===== config.mk =====
export PLATFORM = sky130hd
export DESIGN_NAME = ex_muldiv_seq
export DESIGN_NICKNAME = d
export VERILOG_FILES = /design/src/rtl/ex_muldiv_seq_pkg.sv /design/src/rtl/ex_muldiv_dp.sv /design/src/rtl/ex_muldiv_seq.sv
export SDC_FILE = /design/constraint.sdc
export NUM_CORES = 1
export LEC_CHECK = 0
export CORE_ASPECT_RATIO = 0.75
export CORE_MARGIN = 10
export CORE_UTILIZATION = 41
export DETAILED_ROUTE_END_ITERATION = 10
export PLACE_DENSITY = 0.56
export REMOVE_ABC_BUFFERS = 1
export SLEW_MARGIN = 25
export SYNTH_ARGS = -nofsm -noshare
export SYNTH_HDL_FRONTEND = slang
export SYNTH_HIERARCHICAL = 1
export SYNTH_SLANG_ARGS = --single-unit

===== constraint.sdc =====
create_clock -name clk -period 4.1 [get_ports clk]
set_input_delay 0.615 -clock clk [delete_from_list [all_inputs] [get_ports clk]]
set_output_delay 0.615 -clock clk [all_outputs]
set_load 0.1 [all_outputs]

===== src/rtl/ex_muldiv_seq_pkg.sv =====
// Shared definitions for the iterative RV32M multiply/divide sequencer:
// funct3 op encodings, FSM states and per-op signedness helpers.
package ex_muldiv_seq_pkg;

  localparam int XLEN  = 32;
  localparam int CNT_W = 5;

  typedef enum logic [2:0] {
    MD_MUL    = 3'd0,
    MD_MULH   = 3'd1,
    MD_MULHSU = 3'd2,
    MD_MULHU  = 3'd3,
    MD_DIV    = 3'd4,
    MD_DIVU   = 3'd5,
    MD_REM    = 3'd6,
    MD_REMU   = 3'd7
  } md_op_e;

  typedef enum logic [1:0] {
    S_IDLE = 2'd0,
    S_BUSY = 2'd1,
    S_DONE = 2'd2
  } state_e;

  function automatic logic is_div(input md_op_e op);
    return op[2];
  endfunction

  function automatic logic rs1_signed(input md_op_e op);
    return op inside {MD_MULH, MD_MULHSU, MD_DIV, MD_REM};
  endfunction

  // MULHSU treats rs2 as unsigned, so only MULH/DIV/REM sign-extend rs2.
  function automatic logic rs2_signed(input md_op_e op);
    return op inside {MD_MULH, MD_DIV, MD_REM};
  endfunction

endpackage


===== src/rtl/ex_muldiv_dp.sv =====
// Datapath for ex_muldiv_seq: operand magnitudes, 64-bit accumulator,
// shared 33-bit add/subtract, sign fix-up and result selection.
module ex_muldiv_dp
  import ex_muldiv_seq_pkg::*;
(
  input  logic            clk,
  input  logic            reset_n,
  input  logic            load,
  input  logic            step,
  input  logic            finish,
  input  md_op_e          op,
  input  logic [XLEN-1:0] operand1,
  input  logic [XLEN-1:0] operand2,
  output logic            fast,
  output logic [XLEN-1:0] result_fixed,
  output logic [XLEN-1:0] result_held
);

  md_op_e              op_q;
  logic [XLEN-1:0]     a_q;          // multiplicand or divisor magnitude
  logic [XLEN-1:0]     b_q;          // multiplier or dividend magnitude, shifted each step
  logic [2*XLEN-1:0]   acc;
  logic                neg_res_q;
  logic                neg_rem_q;

  logic                neg1, neg2, div_zero, div_ovf;
  logic [XLEN-1:0]     mag1, mag2;
  logic [XLEN:0]       add_x, add_y;
  logic [XLEN+1:0]     add_sum;
  logic                borrow;
  logic [2*XLEN-1:0]   prod;
  logic [XLEN-1:0]     quo, rem;

  assign neg1     = rs1_signed(op) & operand1[XLEN-1];
  assign neg2     = rs2_signed(op) & operand2[XLEN-1];
  assign mag1     = neg1 ? -operand1 : operand1;
  assign mag2     = neg2 ? -operand2 : operand2;
  assign div_zero = is_div(op) && (operand2 == '0);
  assign div_ovf  = (op inside {MD_DIV, MD_REM}) &&
                    (operand1 == 32'h8000_0000) && (operand2 == 32'hFFFF_FFFF);
  assign fast     = div_zero | div_ovf;

  // Divide feeds the next dividend bit into the partial remainder; multiply adds
  // the multiplicand when the current multiplier LSB is set.
  always_comb begin
    // NOTE: every always_comb output gets a default first so no path can infer a latch.
    add_x   = {1'b0, acc[2*XLEN-1:XLEN]};
    add_y   = {1'b0, a_q};
    add_sum = '0;
    if (is_div(op_q)) begin
      add_x   = {acc[2*XLEN-1:XLEN], b_q[XLEN-1]};
      add_sum = {1'b0, add_x} - {1'b0, add_y};
    end else begin
      add_sum = {1'b0, add_x} + (b_q[0] ? {1'b0, add_y} : '0);
    end
  end
  assign borrow = add_sum[XLEN+1];

  always_comb begin
    prod         = neg_res_q ? -acc : acc;
    quo          = neg_res_q ? -acc[XLEN-1:0] : acc[XLEN-1:0];
    rem          = neg_rem_q ? -acc[2*XLEN-1:XLEN] : acc[2*XLEN-1:XLEN];
    result_fixed = prod[XLEN-1:0];
    case (op_q)
      MD_MUL:                       result_fixed = prod[XLEN-1:0];
      MD_MULH, MD_MULHSU, MD_MULHU: result_fixed = prod[2*XLEN-1:XLEN];
      MD_DIV, MD_DIVU:              result_fixed = quo;
      default:                      result_fixed = rem;
    endcase
  end

  always_ff @(posedge clk) begin
    // NOTE: sequential state uses non-blocking assignments so every register
    // samples the pre-edge values regardless of statement order.
    if (!reset_n) begin
      op_q        <= MD_MUL;
      a_q         <= '0;
      b_q         <= '0;
      acc         <= '0;
      neg_res_q   <= 1'b0;
      neg_rem_q   <= 1'b0;
      result_held <= '0;
    end else begin
      if (load) begin
        op_q      <= op;
        a_q       <= is_div(op) ? mag2 : mag1;
        b_q       <= is_div(op) ? mag1 : mag2;
        neg_res_q <= neg1 ^ neg2;
        neg_rem_q <= neg1;
        acc       <= '0;
        // Fast paths preload {remainder, quotient} with sign fix-up disabled.
        if (div_zero) begin
          acc       <= {operand1, 32'hFFFF_FFFF};
          neg_res_q <= 1'b0;
          neg_rem_q <= 1'b0;
        end else if (div_ovf) begin
          acc       <= {32'h0, 32'h8000_0000};
          neg_res_q <= 1'b0;
          neg_rem_q <= 1'b0;
        end
      end else if (step) begin
        if (is_div(op_q)) begin
          acc <= {(borrow ? add_x[XLEN-1:0] : add_sum[XLEN-1:0]), acc[XLEN-2:0], ~borrow};
          b_q <= b_q << 1;
        end else begin
          acc <= {add_sum[XLEN:0], acc[XLEN-1:1]};
          b_q <= b_q >> 1;
        end
      end
      if (finish) result_held <= result_fixed;
    end
  end

endmodule


===== src/rtl/ex_muldiv_seq.sv =====
// RV32M multiply/divide sequencer beside the EX-stage ALU: stalls the front
// end for 32 iterations, then presents the result for exactly one cycle.
module ex_muldiv_seq
  import ex_muldiv_seq_pkg::*;
(
  input  logic            clk,
  input  logic            reset_n,
  input  logic            start_i,
  input  logic [2:0]      op_i,
  input  logic [XLEN-1:0] operand1_i,
  input  logic [XLEN-1:0] operand2_i,
  input  logic            kill_i,
  output logic            stall_o,
  output logic            busy_o,
  output logic            done_o,
  output logic [XLEN-1:0] result_o
);

  state_e             state, state_next;
  logic [CNT_W-1:0]   cnt;
  logic               load, step, fast;
  md_op_e             op;
  logic [XLEN-1:0]    result_fixed, result_held;

  assign op = md_op_e'(op_i);

  ex_muldiv_dp u_dp (
    .clk          (clk),
    .reset_n      (reset_n),
    .load         (load),
    .step         (step),
    .finish       (done_o),
    .op           (op),
    .operand1     (operand1_i),
    .operand2     (operand2_i),
    .fast         (fast),
    .result_fixed (result_fixed),
    .result_held  (result_held)
  );

  // kill_i wins in every state: no stall, no done, back to IDLE.
  always_comb begin
    state_next = state;
    load       = 1'b0;
    step       = 1'b0;
    stall_o    = 1'b0;
    done_o     = 1'b0;
    case (state)
      S_IDLE: begin
        if (start_i && !kill_i) begin
          load       = 1'b1;
          stall_o    = 1'b1;
          state_next = fast ? S_DONE : S_BUSY;
        end
      end
      S_BUSY: begin
        if (kill_i) begin
          state_next = S_IDLE;
        end else begin
          step    = 1'b1;
          stall_o = 1'b1;
          if (cnt == '0) state_next = S_DONE;
        end
      end
      S_DONE: begin
        done_o     = !kill_i;
        state_next = S_IDLE;
      end
      default: state_next = S_IDLE;
    endcase
  end

  always_ff @(posedge clk) begin
    if (!reset_n) begin
      state <= S_IDLE;
      cnt   <= '0;
    end else begin
      state <= state_next;
      if (load)      cnt <= CNT_W'(XLEN - 1);
      else if (step) cnt <= cnt - CNT_W'(1);
    end
  end

  assign busy_o   = (state != S_IDLE);
  // The finished value is visible in the DONE cycle itself and held afterwards.
  assign result_o = done_o ? result_fixed : result_held;

endmodule


==> results.json <==
{
  "drt_iter0_drc": 2088,
  "crit_family": "simple AND/OR/NAND/NOR gates",
  "numCtsBuffers": 17,
  "drv_cap": 0,
  "synth_commonest_cells": "nor2_1, a21oi_1, o21ai_0",
  "finalHoldViolCount": 0,
  "dr.pass1.iters": 5,
  "yosysMostFrequentCell": "nor2_1",
  "synth_edf_count": 0,
  "yosysTopAreaCellShare_pct": 20.2,
  "end_kind": "primary output",
  "synthSimpleGateAreaFrac_pct": 21.9,
  "h-tree-depth": 4,
  "final_nets": 2613,
  "arrival_ns": 3.56,
  "fin_crit_ns": 4.18,
  "synth_top_family_by_area": "compound AO/OA/AOI/OAI gates",
  "p_int_w": 0.00374,
  "antenna_found_initial": 0,
  "synth_top_cell_by_area": "dfxtp_1",
  "critPathMaxFanout": 7,
  "clk_path_buf_depth": 2,
  "violations": "setup timing",
  "r2r-start": "u_dp/b_q[31]",
  "via_per_inst": 6.09,
  "coreArea_sq_mm": 0.0409,
  "setup_viol": 15,
  "dp_hpwl_mm": 49.8,
  "status": "finished with violations",
  "clk_pin_slew_ns": 0.07,
  "setup.worst_path.start": "u_dp/acc[13]",
  "num_vias": 18500,
  "syn_area_per_cell_sq_um": 7.09,
  "reg2reg_slack_ns": 0.40,
  "post-route-util_pct": 49.8,
  "synthCells": 2401,
  "rsz0062_at_grt": "yes",
  "critPathCapture": "result_o[10]",
  "ios": 106,
  "grt_pass1_vias": 16700,
  "async_flop_share_pct": 0,
  "finClkSkew_ns": 0.0170,
  "wl_per_cell_microns": 21.7,
  "total_power_w": 0.00614,
  "timing.fmax_ghz": 0.239,
  "yosys_warnings": 6,
  "drc_errors": 0,
  "required_ns": 3.48,
  "power_frac_seq_pct": 30.1,
  "slew_headroom_pct": 32.8,
  "io_buffer_count": 105,
  "power_frac_comb_pct": 39.6,
  "cts_sinks": 172,
  "clockPowerShare_pct": 30.3,
  "overflow": 0,
  "period_share_pct": 102,
  "initial_utilization_pct": 41.6,
  "syn_area_sq_mm": 0.0170,
  "die_x_microns": 255,
  "dieArea_sq_mm": 0.0501,
  "wl_mm": 66.1,
  "worstMarginPinSlew_ns": 1.01,
  "leakage_nw": 7.84,
  "fin_ws_ns": -0.0772,
  "crit_cells": 11,
  "grt_max_degree": 77,
  "synth_mux_area_share_pct": 8.54,
  "yosysUniqueCellTypes": 85,
  "crit_buf_inv": 3,
  "path_cells": "or4_4 -> nor3_4 -> nand3_2 -> buf_4 -> or4_4 -> buf_12 -> o21ai_2 -> xor2_1 -> o221ai_1 -> mux2_4 -> buf_12",
  "p_per_area_mw_per_mm2": 301,
  "cts_tree": "yes",
  "reg2reg_to": "u_dp/acc[62]",
  "synth-compound-area-share_pct": 29.4,
  "p_switching_w": 0.00240,
  "synth_area_leaders": "dfxtp_1, a21oi_1, nor2_1",
  "grt_usage_pct": 25.4,
  "rows": 64,
  "fillCellCount": 4113,
  "worstSetupPathType": "flip-flop to primary output",
  "multiInputGateArea_sq_mm": 0.0128,
  "slew_violations": 0,
  "synth_fa_ha_area_share_pct": 5.38,
  "area_growth_pct": 19.8,
  "grt_first_pass_wirelength_mm": 100,
  "ir_drop_mv": 0.323,
  "ant_nets": 0,
  "place.gp.congestion": 0.926,
  "cp_slowest_cell": "or4_4",
  "synth-xor-area-share_pct": 8.08,
  "synth_ff_type": "dfxtp_1",
  "drive_above_1_share_pct": 13.7,
  "min_path_type": "flip-flop to flip-flop",
  "rr_worst_depth": 14,
  "synth.yosys.seq_area_share_pct": 20.2,
  "root_buffer": "clkbuf_16",
  "antennaDiodeCount": 0,
  "startpoint_type": "flip-flop",
  "critPathMaxStageDelay_ns": 0.57,
  "synth_seq_cells": 172,
  "worstSkewPairLatency_ns": 0.47,
  "hold_buffers": 0,
  "regArea_sq_mm": 0.00347,
  "p_sw_share_pct": 39.1,
  "dieHeight_microns": 196
}
==> layer usage <==
metal / vias up / track usage (%) / part of all wire (%)
met2: 776 / 37.4 / 42
met5: - / 0 / 0
li1: 8822 / - / -
met3: 83 / 5.07 / 8.3
met4: 0 / 6.23 / 1.7
met1: 8866 / 36.9 / 48
==> power by group through the flow <==
stage	Clock (W)	Combinational (W)	Sequential, W
2_1_floorplan	0	0.00141	0.00190
3_3_place_gp	0	0.00220	0.00189
3_5_place_dp	0	0.00222	0.00189
4_1_cts	0.00189	0.00230	0.00185
5_1_grt	0.00194	0.00262	0.00186
6_report	0.00186	0.00243	0.00185
==> layout by cell type, fill, tap and decap left out, drive strengths merged, types with 29 or more instances in the layout <==
cell type,instances
nor2,309
a21oi,273
o21ai,196
nand2,191
dfxtp,172
buf,167
mux2i,107
xor2,87
inv,86
ha,70
xnor2,70
clkdlybuf4s50,69
a211oi,51
and2,45
nor3,44
nand3,36
a21o,35
nand4,34
mux2,34
a31oi,33
o31ai,29
==> cells by family after synthesis <==
| kind of cell | after synthesis |
|---|---|
| fa+ha+maj | 72 |
| flops | 172 |
| compound gates | 801 |
| mux | 141 |
| buf+inv | 273 |
| xor+xnor | 157 |
| simple gates | 785 |
==> layout make-up <==
class                      count  area share, %
clock inverter                12          0.908
inverter                      86           1.61
timing repair buffer         236           11.9
sequential                   172           17.0
multi-input combinational   1957           62.9
clock buffer                  20           2.19
tap                          561           3.44
==> repair_timing <==
item	4_1_cts	5_1_grt
pin swaps	21	22
endpoints found under the setup margin	28	32
resized for setup	45	52
setup buffers	13	9
gates cloned	0	1
==> worst register-to-register path, stage by stage, from the launching register on <==
cell and delay, ns:
dfxtp_1 0.52, inv_1 0.09, ha_1 0.23, fa_1 0.42, nand2b_1 0.19, a21o_1 0.22, a2111oi_0 0.45, buf_4 0.21
nor4b_1 0.08, nor4_1 0.31, buf_4 0.20, o21ai_0 0.13, and3b_1 0.21, o31ai_1 0.23, o21a_1 0.15
==> sequential cells by signal, indices dropped and copies added, names as in the netlist <==
register and cells:
u_dp/neg_rem_q 1, u_dp/neg_res_q 1, u_dp/result_held 32, u_dp/acc 64, u_dp/b_q 32, u_dp/op_q 3, state 2, u_dp/a_q 32
cnt 5
==> how the worst min path moves through the flow <==
stage	endpoint	slack (ns)	depth (start not counted)	start
after floorplan	u_dp/result_held[1]	0.45	2	u_dp/result_held[1]
after global placement	u_dp/result_held[1]	0.46	2	u_dp/result_held[1]
after detailed placement	u_dp/result_held[1]	0.48	2	u_dp/result_held[1]
after CTS	u_dp/result_held[1]	0.49	2	u_dp/result_held[1]
after global routing	u_dp/result_held[1]	0.51	2	u_dp/result_held[1]
final	u_dp/result_held[1]	0.49	2	u_dp/result_held[1]
==> per-stage QoR <==
stage                     hold slack [ns]  cells  setup TNS, ns  cell area (sq um)  setup slack, ns
final                               0.494   3044         -0.442              20400          -0.0772
after global routing                0.508   3044          -2.07              20400           -0.180
after CTS                           0.495   3034         -0.287              20100          -0.0636
after detailed placement            0.478   2989              0              19200            0.133
after global placement              0.463   2989              0              19200            0.159
after floorplan                     0.449   2214       -1569.07              16200           -14.05
No activity file was read; power rests on OpenSTA's default activity.
